### src/rtl/mmio_port_bank.sv
// mmio_port_bank: memory-mapped I/O bank for the MEM stage.
// N_IN debounced input ports are readable and N_OUT output registers are
// writable inside a 128-byte window at BASE_ADDR; port k sits at BASE + 4*k.
// Optional build macro MMIO_EDGE_CAPTURE_EN adds a write-1-to-clear event
// status register at index 16 (BASE + 0x40).
//
// Bus semantics: there is no handshake. addr is decoded every cycle, rdata and
// io_hit are combinational from addr, and a store (we=1) inside the window
// commits on the rising edge of clock. Reads never have side effects.
module mmio_port_bank #(
  parameter int                DATA_W          = 32,
  parameter int                N_IN            = 2,
  parameter int                IN_W            = 5,
  parameter int                N_OUT           = 3,
  parameter logic [DATA_W-1:0] BASE_ADDR       = 'h80,
  parameter int                DEBOUNCE_CYCLES = 16
) (
  input  logic                    clock,
  input  logic                    resetn,
  input  logic [DATA_W-1:0]       addr,
  input  logic                    we,
  input  logic [DATA_W-1:0]       wdata,
  output logic [DATA_W-1:0]       rdata,
  output logic                    io_hit,
  input  logic [N_IN*IN_W-1:0]    sw_in,
  output logic [N_OUT*DATA_W-1:0] out_port
);

  localparam int             CNT_W      = $clog2(DEBOUNCE_CYCLES);
  localparam logic [CNT_W-1:0] CNT_MAX  = CNT_W'(DEBOUNCE_CYCLES - 1);
  localparam logic [4:0]     STATUS_IDX = 5'd16;

  logic [4:0]       idx;
  logic [1:0]       unused_addr;
  logic [IN_W-1:0]  sync1  [N_IN];
  logic [IN_W-1:0]  sync2  [N_IN];
  logic [IN_W-1:0]  stable [N_IN];
  logic [CNT_W-1:0] cnt    [N_IN];
  logic [N_IN-1:0]  accept;

  assign idx         = addr[6:2];
  assign unused_addr = addr[1:0];
  assign io_hit      = (addr[DATA_W-1:7] == BASE_ADDR[DATA_W-1:7]);

  // A port accepts its synchronised value once it has differed from the
  // stable value for DEBOUNCE_CYCLES consecutive edges.
  always_comb begin
    accept = '0;
    for (int i = 0; i < N_IN; i++) begin
      accept[i] = (sync2[i] != stable[i]) && (cnt[i] == CNT_MAX);
    end
  end

  // Per-port two-flop synchroniser and whole-vector debounce counter.
  always_ff @(posedge clock or negedge resetn) begin
    if (!resetn) begin
      for (int i = 0; i < N_IN; i++) begin
        sync1[i]  <= '0;
        sync2[i]  <= '0;
        stable[i] <= '0;
        cnt[i]    <= '0;
      end
    end else begin
      for (int i = 0; i < N_IN; i++) begin
        sync1[i] <= sw_in[i*IN_W +: IN_W];
        sync2[i] <= sync1[i];
        if (sync2[i] == stable[i]) begin
          cnt[i] <= '0;
        end else if (accept[i]) begin
          stable[i] <= sync2[i];
          cnt[i]    <= '0;
        end else begin
          cnt[i] <= cnt[i] + 1'b1;
        end
      end
    end
  end

  // Output registers: a store inside the window updates the addressed port.
  always_ff @(posedge clock or negedge resetn) begin
    if (!resetn) begin
      out_port <= '0;
    end else begin
      for (int j = 0; j < N_OUT; j++) begin
        if (we && io_hit && (idx == 5'(j))) begin
          out_port[j*DATA_W +: DATA_W] <= wdata;
        end
      end
    end
  end

`ifdef MMIO_EDGE_CAPTURE_EN
  logic [N_IN-1:0] evt;
  logic [N_IN-1:0] evt_clr;

  assign evt_clr = (we && io_hit && (idx == STATUS_IDX)) ? wdata[N_IN-1:0] : '0;

  // Event status: set when a port's stable value changes, W1C; set beats clear.
  always_ff @(posedge clock or negedge resetn) begin
    if (!resetn) begin
      evt <= '0;
    end else begin
      evt <= (evt & ~evt_clr) | accept;
    end
  end
`endif

  // Read mux: debounced inputs first, then the optional status register.
  always_comb begin
    rdata = '0;
    if (io_hit) begin
      for (int i = 0; i < N_IN; i++) begin
        if (idx == 5'(i)) begin
          rdata = DATA_W'(stable[i]);
        end
      end
`ifdef MMIO_EDGE_CAPTURE_EN
      if (idx == STATUS_IDX) begin
        rdata = DATA_W'(evt);
      end
`else
      if (idx == STATUS_IDX) begin
        rdata = '0;
      end
`endif
    end
  end

endmodule

### config.mk
export PLATFORM = sky130hd
export DESIGN_NAME = mmio_port_bank
export DESIGN_NICKNAME = d
export VERILOG_FILES = /design/src/rtl/mmio_port_bank.sv
export SDC_FILE = /design/constraint.sdc
export NUM_CORES = 1
export LEC_CHECK = 0
export BUFFER_PORTS_ARGS = -buffer_cell sky130_fd_sc_hd__buf_2
export CAP_MARGIN = 5
export CORE_MARGIN = 2
export CORE_UTILIZATION = 52
export CTS_CLUSTER_SIZE = 24
export DETAILED_ROUTE_END_ITERATION = 7
export PLACE_DENSITY = 0.87
export REMOVE_ABC_BUFFERS = 1
export SYNTH_ARGS = -nofsm -noshare
export SYNTH_HDL_FRONTEND = slang
export SYNTH_SLANG_ARGS = --single-unit
### constraint.sdc
create_clock -name clock -period 1.9 [get_ports clock]
set_input_delay 0.19 -clock clock [delete_from_list [all_inputs] [get_ports clock]]
set_output_delay 0.19 -clock clock [all_outputs]
set_load 0.02 [all_outputs]
==> summary.md <==
| Metric | Value |
|---|---|
| Reg2reg path depth | `4` |
| Initial Util | `54.0%` |
| PwrDens | `slightly above 1000 mW/mm^2` |
| GRT Residual Overflow | `0` |
| CTS tree | `done` |
| Most used cell, CP | `buf_4` |
| Gpl congestion | `between 0.8 and 0.9` |
| CP top delay family | `simple AND/OR/NAND/NOR gates` |
| Clock slew at reported path FFs | `about 0.06 ns` |
| Min Tclk post-route | `~1.8 ns` |
| Status | `complete, no violations` |
| Reg2reg start | `stable[4]$_DFFE_PN0P_` |
| Pre-CTS setup slack | `-0.384 ns` |
| Worst-Margin Slew | `between 0.5 and 0.6 ns` |
| Cell Area, Synth | `approximately 0.0053 mm^2` |
| Worst R2R Setup Slack | `about 0.4 ns` |
| Area contributors post-synth | `dfrtp_1 (63%), mux2_1 (13%), mux2_2 (9.3%)` |
| R2R Path End | `cnt[1]$_DFF_PN0_` |
| Post-route non-filler standard cell count | `approximately 730` |
| Cell Count Post-Placement | `between 600 and 700` |
| Yosys top cell by area | `dfrtp_1` |
| CP Max Fanout | `5` |
| Critical Path Source | `addr[8]` |
| Peak supply drop | `approximately 750 uV` |
| Post-synth ARST share | `between 90% and 100%` |
| CTS Buf Count | `17` |
| Dominant synthesized flop cell | `dfrtp_1` |
| Port-buffer cells | `about 180` |
| H-tree levels | `4` |
| Final slew viol count | `0` |
| Area taken by multi-input logic gates | `0.00182 mm^2` |
| Buffers & Inverters on Critical Path | `4` |
| DRC violations left | `0` |
| Via count | `around 3700` |
| Max Clock Freq | `544 MHz` |
| Register area share after synthesis | `between 60% and 70%` |
| Most common cell after layout, fill and taps aside | `buf_2` |
| Area Overhead vs Synth | `41.2%` |
| Share of the synthesized area in the top cell type | `between 60% and 70%` |
| Register area | `roughly 0.0034 mm^2` |
| Critical path endpoint category | `output pin` |
| Max_cap viols | `0` |
| Total Routing Usage GR | `around a quarter` |
| Setup slack after layout | `roughly 0.062 ns` |
| Core area | `between 0.009 and 0.01 mm^2` |
| Seq cells post-synth | `about 130` |
| I/O pin total | `206` |
| CP cell instances | `buf_2, nor4b_2, buf_4, nand4_4, buf_4, or2_4, nor2_1, buf_4` |
| Final setup violation count | `0` |
| Chip width | `about 110 um` |
| Synthesized area per cell | `15.5 um^2` |
| Ant. Diodes | `0` |
| LEAKAGE | `~4.2 nW` |
| Die Y | `105 um` |
| CP Launch Type | `primary input` |
| Post-route ant nets | `0` |
| Largest net degree at the start of global routing | `between 50 and 60` |
| Critical Path AT | `around 1.7 ns` |
| Crit path kind | `in2out` |
| Final net count | `around 670` |
| Initial drt markers | `roughly 140` |
| Wire length per cell | `around 19 um` |
| Min-delay worst type | `in2async` |
| Clk buf depth | `2` |
| DR vias/cell | `5.05` |
| Initial antenna violation count | `0` |
| Final worst path period share | `a little under 100%` |
| Mapped Cells | `around 340` |
| Worst Hold Slack | `0.180 ns` |
| Pre-antenna DRT Iters | `4` |
| Worst Skew | `between 0.004 and 0.005 ns` |
| First-pass GRT wire length | `between 20000 and 25000 um` |
| Dpl hpwl | `between 8000 and 9000 um` |
| Yosys warnings | `0` |
| Fraction of layout cells with a size suffix above 1 | `46.1%` |
| Slew Limit Headroom | `between 60% and 70%` |
| Fin. Hold Viols | `0` |
| Row Count | `36` |
| Post-DP Area | `0.00637 mm^2` |
| Number of global-route vias before repair | `between 4000 and 5000` |
| Final instance area | `approximately 0.0075 mm^2` |
| Cell variety after synth | `33` |
| Clk root buf | `clkbuf_8` |
| Commonest non-fill, non-tap cells in the layout | `buf_2 (171), dfrtp_1 (134), mux2_1 (62)` |
| CP peak stage delay | `a little over 0.3 ns` |
| Post-Route WL | `between 10000 and 15000 um` |
| Die footprint | `~0.011 mm^2` |
| Worst EP required | `1.71 ns` |
| CP Depth | `8` |
| Filler cells | `580` |
| Slowest CP cell | `nor4b_2` |
| EDFF count, synth | `0` |
| Clk_lat worst skew | `approximately 0.51 ns` |
| Clock Sinks | `around 130` |
flip-flops by register name, indices dropped and copies added (netlist names):
signal	count
sync2	10
sync1	10
cnt	8
out_port	96
stable	10
metal layers:
layer / GRT usage [%] / wire [um] / vias to the layer above
met3: 9.34 / 1050 / 19
met4: 8.19 / 188 / 0
li1: - / - / 1643
met1: 30.1 / 5330 / 1869
met2: 45.3 / 7180 / 178
met5: 0 / 0 / -
final cells by class:
| class | instances | share of cell area, % |
|---|---|---|
| Multi-Input combinational cell | 197 | 24.2 |
| Clock inverter | 13 | 3.03 |
| Clock buffer | 19 | 5.74 |
| Tap cell | 133 | 2.21 |
| Inverter | 1 | 0.0499 |
| Timing Repair Buffer | 237 | 20.2 |
| Sequential cell | 134 | 44.6 |
cell families (layout without fill, tap and decap cells):
family,count (synthesis),in the layout,synth area share [%]
xor+xnor,12,12,1.97
compound gates,6,6,0.704
mux,111,111,23.3
flops,134,134,62.9
other cells,1,27,0.0704
buf+inv,38,270,5.63
simple gates,39,39,4.88
fa+ha+maj,2,2,0.470
per-stage QoR:
stage / setup TNS (ns) / utilization (%) / total power [mW]
3_5_place_dp: -28.23 / 64.6 / 4.07
4_1_cts: 0 / 75.9 / 7.80
3_3_place_gp: -31.47 / 64.6 / 3.99
2_1_floorplan: -67.47 / - / 3.75
5_1_grt: -0.0299 / 76.3 / 8.06
6_report: 0 / 76.3 / 7.75
Yosys cell counts (all sizes together) (2+ instances only):
cell type / count
dfrtp: 134
mux2: 106
buf: 36
nor2: 9
xnor2: 8
nor4: 7
mux2i: 5
nand3: 5
nor3: 5
xor2: 4
a21oi: 2
ha: 2
nand2b: 2
nand4: 2
nand4b: 2
nor3b: 2
worst register-to-register path, cell delays in order, from the launching register on:
cell and delay [ns]:
dfrtp_1 0.43, xnor2_1 0.17, nand3_1 0.09, nor3_1 0.44, and3b_1 0.24
what timing repair did:
| action | CTS | global route |
|---|---|---|
| endpoints found under the setup margin | 5 | 5 |
| hold buffers | 43 | 0 |
| pin swaps | 0 | 1 |
| resized for setup | 5 | 5 |
| endpoints found under the hold margin | 139 | 0 |
| buffers inserted | 0 | 2 |
report_power, final:
| group | total [mW] | switching, mW | internal [mW] |
|---|---|---|---|
| combinational | 0.835 | 0.399 | 0.437 |
| sequential | 3.29 | 0.217 | 3.07 |
| clock | 3.63 | 1.20 | 2.43 |
how the worst max path moves through the flow:
stage                               endpoint
global route                        rdata[4]
floorplan           out_port[64]$_DFFE_PN0P_
global placement    out_port[44]$_DFFE_PN0P_
detailed placement  out_port[47]$_DFFE_PN0P_
finish                              rdata[4]
CTS                                 rdata[4]
(Power assumes the default switching activity.)
